===== src/rtl/mmc3_irq_sched.sv =====
// MMC3-family scanline IRQ scheduler: synchronizes M2/A12, turns A12 edges into
// counter clock events (rev-B filter or Acclaim prescaler) and runs the IRQ counter.
module mmc3_irq_sched (
  input  logic       clk,
  input  logic       map_rst,
  input  logic       cpu_m2,
  input  logic       cpu_rw,
  input  logic [7:0] cpu_data,
  input  logic [3:0] reg_addr,
  input  logic       ppu_a12,
  input  logic       mode,
  output logic       irq
);

  logic       m2_s1_q, m2_s1_d;
  logic       m2_s2_q, m2_s2_d;
  logic       m2_s3_q, m2_s3_d;
  logic       a12_s1_q, a12_s1_d;
  logic       a12_s2_q, a12_s2_d;
  logic       a12_s3_q, a12_s3_d;

  logic       cap_rw_q, cap_rw_d;
  logic [3:0] cap_addr_q, cap_addr_d;
  logic [7:0] cap_data_q, cap_data_d;
  logic       wr_stb_q, wr_stb_d;

  logic       clk_evt_q, clk_evt_d;
  logic [1:0] low_cnt_q, low_cnt_d;
  logic [2:0] prescaler_q, prescaler_d;

  logic [7:0] counter_q, counter_d;
  logic [7:0] latch_q, latch_d;
  logic       reload_q, reload_d;
  logic       en_q, en_d;
  logic       irq_q, irq_d;

  logic       m2_fall, a12_rise, a12_fall;
  logic       wr_c000, wr_c001, wr_e000, wr_e001;
  logic [7:0] step_next;
  logic       irq_set;

  always_comb begin
    m2_s1_d  = cpu_m2;
    m2_s2_d  = m2_s1_q;
    m2_s3_d  = m2_s2_q;
    a12_s1_d = ppu_a12;
    a12_s2_d = a12_s1_q;
    a12_s3_d = a12_s2_q;
  end

  assign m2_fall  = m2_s3_q & ~m2_s2_q;
  assign a12_rise = a12_s2_q & ~a12_s3_q;
  assign a12_fall = a12_s3_q & ~a12_s2_q;

  // The bus is sampled throughout M2-high, so the values held at the falling
  // edge are the last ones the CPU drove while the cycle was still valid.
  always_comb begin
    cap_rw_d   = cap_rw_q;
    cap_addr_d = cap_addr_q;
    cap_data_d = cap_data_q;
    if (m2_s2_q) begin
      cap_rw_d   = cpu_rw;
      cap_addr_d = reg_addr;
      cap_data_d = cpu_data;
    end
    wr_stb_d = m2_fall & ~cap_rw_q & cap_addr_q[3];
  end

  always_comb begin
    wr_c000 = 1'b0;
    wr_c001 = 1'b0;
    wr_e000 = 1'b0;
    wr_e001 = 1'b0;
    if (wr_stb_q) begin
      case (cap_addr_q[2:0])
        3'b100:  wr_c000 = 1'b1;
        3'b101:  wr_c001 = 1'b1;
        3'b110:  wr_e000 = 1'b1;
        3'b111:  wr_e001 = 1'b1;
        default: ;
      endcase
    end
  end

  always_comb begin
    low_cnt_d   = low_cnt_q;
    prescaler_d = prescaler_q;
    clk_evt_d   = 1'b0;
    if (!mode) begin
      if (a12_rise) begin
        clk_evt_d = (low_cnt_q == 2'd3);
        low_cnt_d = 2'd0;
      end else if (m2_fall && !a12_s2_q && (low_cnt_q != 2'd3)) begin
        low_cnt_d = low_cnt_q + 2'd1;
      end
    end else if (a12_fall) begin
      prescaler_d = prescaler_q + 3'd1;
      clk_evt_d   = (prescaler_q == 3'd7);
    end
    if (wr_c001) begin
      prescaler_d = 3'd0;
    end
  end

  // Same-clk priority: a reload write swallows a clock event, and $E000 wins
  // over a fresh IRQ; the step itself always sees the old latch and enable.
  always_comb begin
    step_next = ((counter_q == 8'd0) || reload_q) ? latch_q : (counter_q - 8'd1);
    counter_d = counter_q;
    reload_d  = reload_q;
    latch_d   = latch_q;
    en_d      = en_q;
    irq_d     = irq_q;
    irq_set   = 1'b0;
    if (wr_c001) begin
      counter_d = 8'd0;
      reload_d  = 1'b1;
    end else if (clk_evt_q) begin
      counter_d = step_next;
      reload_d  = 1'b0;
      irq_set   = (step_next == 8'd0) && en_q;
    end
    if (wr_c000) begin
      latch_d = cap_data_q;
    end
    if (wr_e000) begin
      en_d = 1'b0;
    end else if (wr_e001) begin
      en_d = 1'b1;
    end
    if (wr_e000) begin
      irq_d = 1'b0;
    end else if (irq_set) begin
      irq_d = 1'b1;
    end
  end

  always_ff @(posedge clk or posedge map_rst) begin
    if (map_rst) begin
      m2_s1_q     <= 1'b0;
      m2_s2_q     <= 1'b0;
      m2_s3_q     <= 1'b0;
      a12_s1_q    <= 1'b0;
      a12_s2_q    <= 1'b0;
      a12_s3_q    <= 1'b0;
      cap_rw_q    <= 1'b0;
      cap_addr_q  <= 4'd0;
      cap_data_q  <= 8'd0;
      wr_stb_q    <= 1'b0;
      clk_evt_q   <= 1'b0;
      low_cnt_q   <= 2'd0;
      prescaler_q <= 3'd0;
      counter_q   <= 8'd0;
      latch_q     <= 8'd0;
      reload_q    <= 1'b0;
      en_q        <= 1'b0;
      irq_q       <= 1'b0;
    end else begin
      m2_s1_q     <= m2_s1_d;
      m2_s2_q     <= m2_s2_d;
      m2_s3_q     <= m2_s3_d;
      a12_s1_q    <= a12_s1_d;
      a12_s2_q    <= a12_s2_d;
      a12_s3_q    <= a12_s3_d;
      cap_rw_q    <= cap_rw_d;
      cap_addr_q  <= cap_addr_d;
      cap_data_q  <= cap_data_d;
      wr_stb_q    <= wr_stb_d;
      clk_evt_q   <= clk_evt_d;
      low_cnt_q   <= low_cnt_d;
      prescaler_q <= prescaler_d;
      counter_q   <= counter_d;
      latch_q     <= latch_d;
      reload_q    <= reload_d;
      en_q        <= en_d;
      irq_q       <= irq_d;
    end
  end

  assign irq = irq_q;

endmodule


===== config.mk =====
export PLATFORM = sky130hd
export DESIGN_NAME = mmc3_irq_sched
export DESIGN_NICKNAME = d
export VERILOG_FILES = /design/src/rtl/mmc3_irq_sched.sv
export SDC_FILE = /design/constraint.sdc
export NUM_CORES = 1
export LEC_CHECK = 0
export BUFFER_PORTS_ARGS = -buffer_cell sky130_fd_sc_hd__buf_4
export CORE_UTILIZATION = 39
export CTS_BUF_LIST = sky130_fd_sc_hd__clkbuf_4 sky130_fd_sc_hd__clkbuf_8 sky130_fd_sc_hd__clkbuf_16
export DETAILED_ROUTE_END_ITERATION = 16
export GPL_ROUTABILITY_DRIVEN = 0
export GPL_TIMING_DRIVEN = 0
export PLACE_DENSITY_LB_ADDON = 0.25
export SYNTH_ARGS = -nofsm -noshare
export SYNTH_HDL_FRONTEND = slang
export SYNTH_SLANG_ARGS = --single-unit

===== constraint.sdc =====
create_clock -name clk -period 4.8 [get_ports clk]
set_clock_uncertainty 0.2 [all_clocks]
set_input_delay 0.48 -clock clk [delete_from_list [all_inputs] [get_ports clk]]
set_output_delay 0.48 -clock clk [all_outputs]
set_load 0.02 [all_outputs]

==> impl_results.md, run 1 <==
* Num Clock Sinks at 45
* CTS Buf Count at 5
* Synth Instances at 175
* Worst slack at placement at 2.43 ns
* Final worst slack at 2.43 ns
* Power Dens Cells at 516 nW/um^2
* CP max stage delay at 0.37 ns
* Largest net degree at the start of global routing at 24
* Initial Util at 40.8%
* Worst reg2reg setup slack at 2.43 ns
* Post-layout util at 47.2%
* Commonest non-fill, non-tap cell in the layout: dfrtp_1
* RSZ-0062 raised after global routing: false
* TNS Setup at 0 ns
* Fmax at 0.422 GHz
* Core area at 5140 um^2
* Synth Area per Inst at 12.0 um^2
* GRT Resource Usage Total at 15.7%
* FF-to-FF End: counter_q[2]
* Detailed placer's ending HPWL at 2660 um
* Multi-input gate area at 895 um^2
* Vias in the first global route at 1357
* Slowest-stage cell, CP: dfrtp_1
* Critical Path Sink Type: flop
* WP data required at 4.76 ns
* Synth area leader: dfrtp_1
* Seq/Total Area, Yosys at 53.6%
* Area grow syn2layout at 15.4%
* Rel. slew slack at 57.3%
* Most frequent cells in the layout: dfrtp_1 (45), mux2_2 (22), buf_4 (19)
* Antenna diodes at 0
* Routed met3 length at 116 um
* DIE WIDTH at 75.4 um
* WL per Instance at 13.8 um
* Worst-Margin Slew at 0.637 ns
* Synth top area share at 53.6%
* Via density at 5.21
* Syn_nets at 198
* Yosys reg bits at 45
* Die Footprint at 5680 um^2
* First drt pass iteration count at 4
* WL final at 3730 um
* VDD IR max at 249 uV
* Count of final setup violators at 0
* Fin nets at 224
* Met2 WL at 1700 um
* Worst r2r path cells at 8
* CTS resizes at 0
* Final hold violation count at 0
* Crit path kind: flop to flop
* Reg-to-reg startpoint: counter_q[0]
* CP Cell Sequence: buf_4, inv_1, ha_1, nor3b_1, a21o_2, mux2_1, a22oi_1, nor2_1
* Crit share post-route at 49.4%
* CP top delay family: compound AO/OA/AOI/OAI gates
* Netlist cell types at 42
* Buf/Inv on CP at 2
* Max clock buf depth at 2
* Port Buffer Count at 18
* Power consumption at 1.25 mW
* Post-synthesis async set-or-reset flop share at 100%
* Hold WC Path Type: input port to asynchronous set/reset pin
* Highest metal used: met4
* # DRC at 0
* # hold bufs at CTS at 0
* Min cycle time layout at 2.37 ns
* Placed instance count at 264
* Clk_lat worst skew at 0.29 ns
* Post-synth top flop: dfrtp_1
* CTS Root Cell: clkbuf_8
* Total number of vias at 1406
* Crit path from: counter_q[0]
* Initial DRC Count at 93
* Area contributors post-synth: dfrtp_1 (54%), mux2_2 (12%), ha_1 (3.0%)
* Ports at 19
* Crit-path max FO at 9
* Ratio of cells with drive above 1 in the final layout at 29.5%
* Setup bufs post-CTS at 0
* Clock-pin slew on the worst setup and hold paths at 0.08 ns
* Slew Viols, Final at 0
* EDFF count, synth at 0
* End point of the critical path: counter_q[2]
* Global-route wire length before repair at 6570 um
* Metal-1 WL at 1880 um
* Die H at 75.4 um
* Status: finished, final reports clean
* Crit path launch type: flop
* Sequential cell area at 1130 um^2
* Mapped Area at 2100 um^2
* Critical path depth at 8
* Number of cell rows at 26
* Ys Warns at 0
* H-tree Lvls at 2
* Max-cap viol count at 0
* # fillers at 524
* Total gr overflow at 0
* Post-route insts no fill at 270
* Remaining antenna violation count at 0
* Initial antenna violation count at 0
* CP arrival at 2.33 ns
* CTS tree: built
* Leak Pwr at 1.08 nW
[per-layer routing]
metal / GRT usage (%) / vias to the layer above
met5: 0 / -
li1: - / 686
met4: 4.94 / 0
met2: 23.3 / 19
met1: 23.0 / 696
met3: 3.57 / 5
[stage by stage]
step	hold slack, ns	cell area, um^2
global route	0.0782	2420
detailed placement	0.144	2350
finish	0.0341	2420
floorplan	0.131	2100
CTS	0.0400	2420
global placement	0.132	2320
[cell usage after synthesis (4+ instances only)]
cell and instances:
dfrtp_1 45, mux2_2 22, nor2_1 11, inv_1 9
nand3_1 6, a21oi_1 5, ha_1 5, o21ai_0 5
clkbuf_1 4, mux2i_1 4, nand2_1 4, nor4_1 4
[how the worst min path moves through the flow]
stage | from | endpoint | slack (ns)
4_1_cts | map_rst | cap_addr_q[3] | 0.04
5_1_grt | map_rst | counter_q[3] | 0.08
3_3_place_gp | a12_s1_q | a12_s2_q | 0.13
2_1_floorplan | a12_s1_q | a12_s2_q | 0.13
6_report | map_rst | counter_q[3] | 0.03
3_5_place_dp | m2_s1_q | m2_s2_q | 0.14
[registers in the layout, summed over array words and instances (netlist names)]
register,count
en_q,1
latch_q,8
cap_rw_q,1
a12_s2_q,1
m2_s2_q,1
cap_data_q,8
wr_stb_q,1
prescaler_q,3
a12_s3_q,1
a12_s1_q,1
reload_q,1
irq,1
low_cnt_q,2
m2_s1_q,1
m2_s3_q,1
cap_addr_q,4
counter_q,8
clk_evt_q,1
[cells by family (layout without fill, tap and decap cells)]
| kind of cell | after synthesis | in the layout | synth area share [%] |
|---|---|---|---|
| xor+xnor | 3 | 3 | 1.25 |
| mux | 28 | 28 | 14.8 |
| simple gates | 48 | 48 | 13.8 |
| buf+inv | 16 | 41 | 3.75 |
| compound gates | 30 | 30 | 9.83 |
| flops | 45 | 45 | 53.6 |
| fa+ha+maj | 5 | 5 | 2.98 |
[where the power goes]
part | switching, mW | leakage (nW) | internal [mW]
combinational | 0.246 | 0.478 | 0.245
sequential | 0.0784 | 0.562 | 0.464
clock | 0.120 | 0.0399 | 0.0960
total | 0.444 | 1.08 | 0.805
[cell type report]
cell class | count | share of cell area (%)
flip-flops and latches | 45 | 46.5
multi-input cells | 114 | 36.9
clock inverters | 1 | 0.207
repair buffers | 19 | 6.71
well taps | 70 | 3.61
inverters | 9 | 1.39
clock buffers | 5 | 2.84
plain buffers | 7 | 1.86
No activity file was read; power rests on OpenSTA's default activity.
==> inputs of run 2 (changes only) <==
- ABC_AREA: not set -> 1
- clock period: 4.8 -> 2.1 ns (I/O delays scaled with it)
==> impl_results.md, run 2 <==
* Hold Crit Depth at 3
* Post-synthesis compound-gate area fraction at 11.1%
* Die H at 74.6 um
* Detailed placer's ending HPWL at 2720 um
* Synth top area share at 54.8%
* Max clock buf depth at 2
* CTS resizes at 0
* Synth top cells by count: nand2_1 (68), dfrtp_1 (45), o21ai_0 (30)
* CP Cell Sequence: inv_1, ha_1, nand2_2, o21ai_4, nand2_1, a21boi_1, nand2_1, nor2_1, nor2_1, nor2_1
* Largest net degree at the start of global routing at 26
* Area contributors post-synth: dfrtp_1 (55%), nand2_1 (12%), o21ai_0 (7.3%)
* CTS tree: built
* Most frequent cells in the layout: nand2_1 (68), dfrtp_1 (45), o21ai_0 (30)
* Mux share of post-synthesis cell area at 0%
* Post-synthesis simple-gate area fraction at 23.2%
* Post-synthesis adder-cell area fraction at 3.05%
* Post-synth top flop: dfrtp_1
* Synth Instances at 241
* First drt pass iteration count at 4
* Vias in the first global route at 1524
* Reg-to-reg startpoint: counter_q[0]
* Most common cell in the netlist: nand2_1
* Finished Cell Area at 2580 um^2
* Buf/Inv on CP at 1
* Hold WC Path Type: input port to flop
* Rel. slew slack at 62.6%
* WP data required at 2.09 ns
* Worst path most repeated cell: nor2_1
* Leak Pwr at 1.30 nW
* Post-layout util at 50.8%
* Commonest non-fill, non-tap cell in the layout: nand2_1
* Via density at 4.58
* Mapped Area at 2050 um^2
* # DRC at 0
* Core area at 5070 um^2
* Crit path launch type: flop
* Antenna diodes at 0
* Post-synthesis async set-or-reset flop share at 100%
* Largest family of logic cells by synthesized area: simple AND/OR/NAND/NOR gates
* Hold Path Origin: mode
* EDFF count, synth at 0
* Worst-Margin Slew at 0.557 ns
* CP max stage delay at 0.36 ns
* VDD IR max at 455 uV
* Slowest-stage cell, CP: dfrtp_1
* Yosys reg bits at 45
* Port Buffer Count at 18
* Ports at 19
* Netlist cell types at 26
* Worst reg2reg setup slack at 0.22 ns
* Area grow syn2layout at 25.5%
* TNS Setup at 0 ns
* Num Clock Sinks at 45
* CTS Root Cell: clkbuf_8
* Setup bufs post-CTS at 0
* H-tree Lvls at 2
* Clk_lat worst skew at 0.29 ns
* Clock-pin slew on the worst setup and hold paths at 0.08 ns
* Total number of vias at 1623
* Hold endpoint: clk_evt_q
* CP top delay family: simple AND/OR/NAND/NOR gates
* Min cycle time layout at 1.88 ns
* Fin nets at 306
* WL final at 3940 um
* Count of final setup violators at 0
* Post-Synth XOR/XNOR Area at 0.853%
* RSZ-0062 raised after global routing: false
* Placed Instance Area at 2300 um^2
* Max-cap viol count at 0
* Initial Util at 40.5%
* Remaining antenna violation count at 0
* # hold bufs at CTS at 16
* Crit-path max FO at 8
* Crit share post-route at 89.7%
* FF-to-FF End: irq
* Global-route wire length before repair at 6680 um
* WL per Instance at 11.1 um
* Synth area leader: dfrtp_1
* CP arrival at 1.87 ns
* Critical Path Sink Type: flop
* Syn_nets at 264
* Fmax at 0.531 GHz
* Ys Warns at 0
* Die Footprint at 5560 um^2
* Seq/Total Area, Yosys at 54.8%
* CTS Buf Count at 5
* Initial antenna violation count at 0
* Ratio of cells with drive above 1 in the final layout at 14.1%
* Number of cell rows at 26
* Total gr overflow at 0
* Crit path kind: flop to flop
* Slew Viols, Final at 0
* Initial DRC Count at 57
* Status: finished, final reports clean
* DIE WIDTH at 74.6 um
* Synth Area per Inst at 8.52 um^2
* Top Registers: cap_data_q: 8 flops, counter_q: 8 flops, latch_q: 8 flops
* Worst r2r path cells at 10
* GRT Resource Usage Total at 16.3%
* Final hold violation count at 0
* Power Dens Cells at 1200 nW/um^2
## run 2: final cells by class
cell class	count	area [um^2]
fill	490	2500
tap	70	87.6
clock inverter	2	37.5
clock buffer	6	82.6
sequential	45	1130
inverter	32	120
multi-input combinational	158	786
timing repair buffer	35	315
buffer	6	22.5
## run 2: stage by stage
stage,cells,worst slack (ns),hold slack (ns),total power [mW]
floorplan,241,0.453,0.0414,2.13
CTS,354,0.217,0.0795,3.11
detailed placement,330,0.243,0.0710,2.40
global placement,329,0.00187,0.119,2.37
global route,354,0.0987,0.0888,3.32
finish,354,0.216,0.0875,3.09
## run 2: layer usage
layer  GRT usage, %  up-vias  part of all wire [%]
met3           3.39        6                   3.0
li1               -      849                     -
met2           27.9       28                    49
met5              0        -                     0
met4           7.55        0                   1.9
met1           19.8      740                    46
## run 2: worst reg2reg max path, cell delays in order, from the launching register on
cell and delay [ns]:
dfrtp_1 0.36, inv_1 0.13, ha_1 0.19, nand2_2 0.10, o21ai_4 0.27, nand2_1 0.10
a21boi_1 0.15, nand2_1 0.09, nor2_1 0.05, nor2_1 0.09, nor2_1 0.05
## run 2: worst max-delay path by stage
stage                      start      endpoint  slack [ns]  depth (start not counted)
CTS                 counter_q[0]           irq        0.22                         10
global placement         map_rst  counter_q[0]       0.002                          2
detailed placement  counter_q[0]           irq        0.24                         10
floorplan           counter_q[0]           irq        0.45                         10
finish              counter_q[0]           irq        0.22                         10
global route        counter_q[0]           irq         0.1                         10
## run 2: power breakdown
part | internal, mW | leakage (nW) | switching, mW
Sequential | 1.04 | 0.570 | 0.115
Clock | 0.387 | 0.0574 | 0.289
Combinational | 0.472 | 0.670 | 0.787
Total | 1.90 | 1.30 | 1.19
## run 2: cells by family (layout without fill, tap and decap cells)
kind of cell | count (synthesis) | count (layout)
xor gates and xnor gates | 2 | 2
DFF | 45 | 45
and+or+nand+nor | 111 | 111
AOI/OAI and AO/OA | 40 | 40
buffers and inverters | 38 | 81
adders and majority gates | 5 | 5
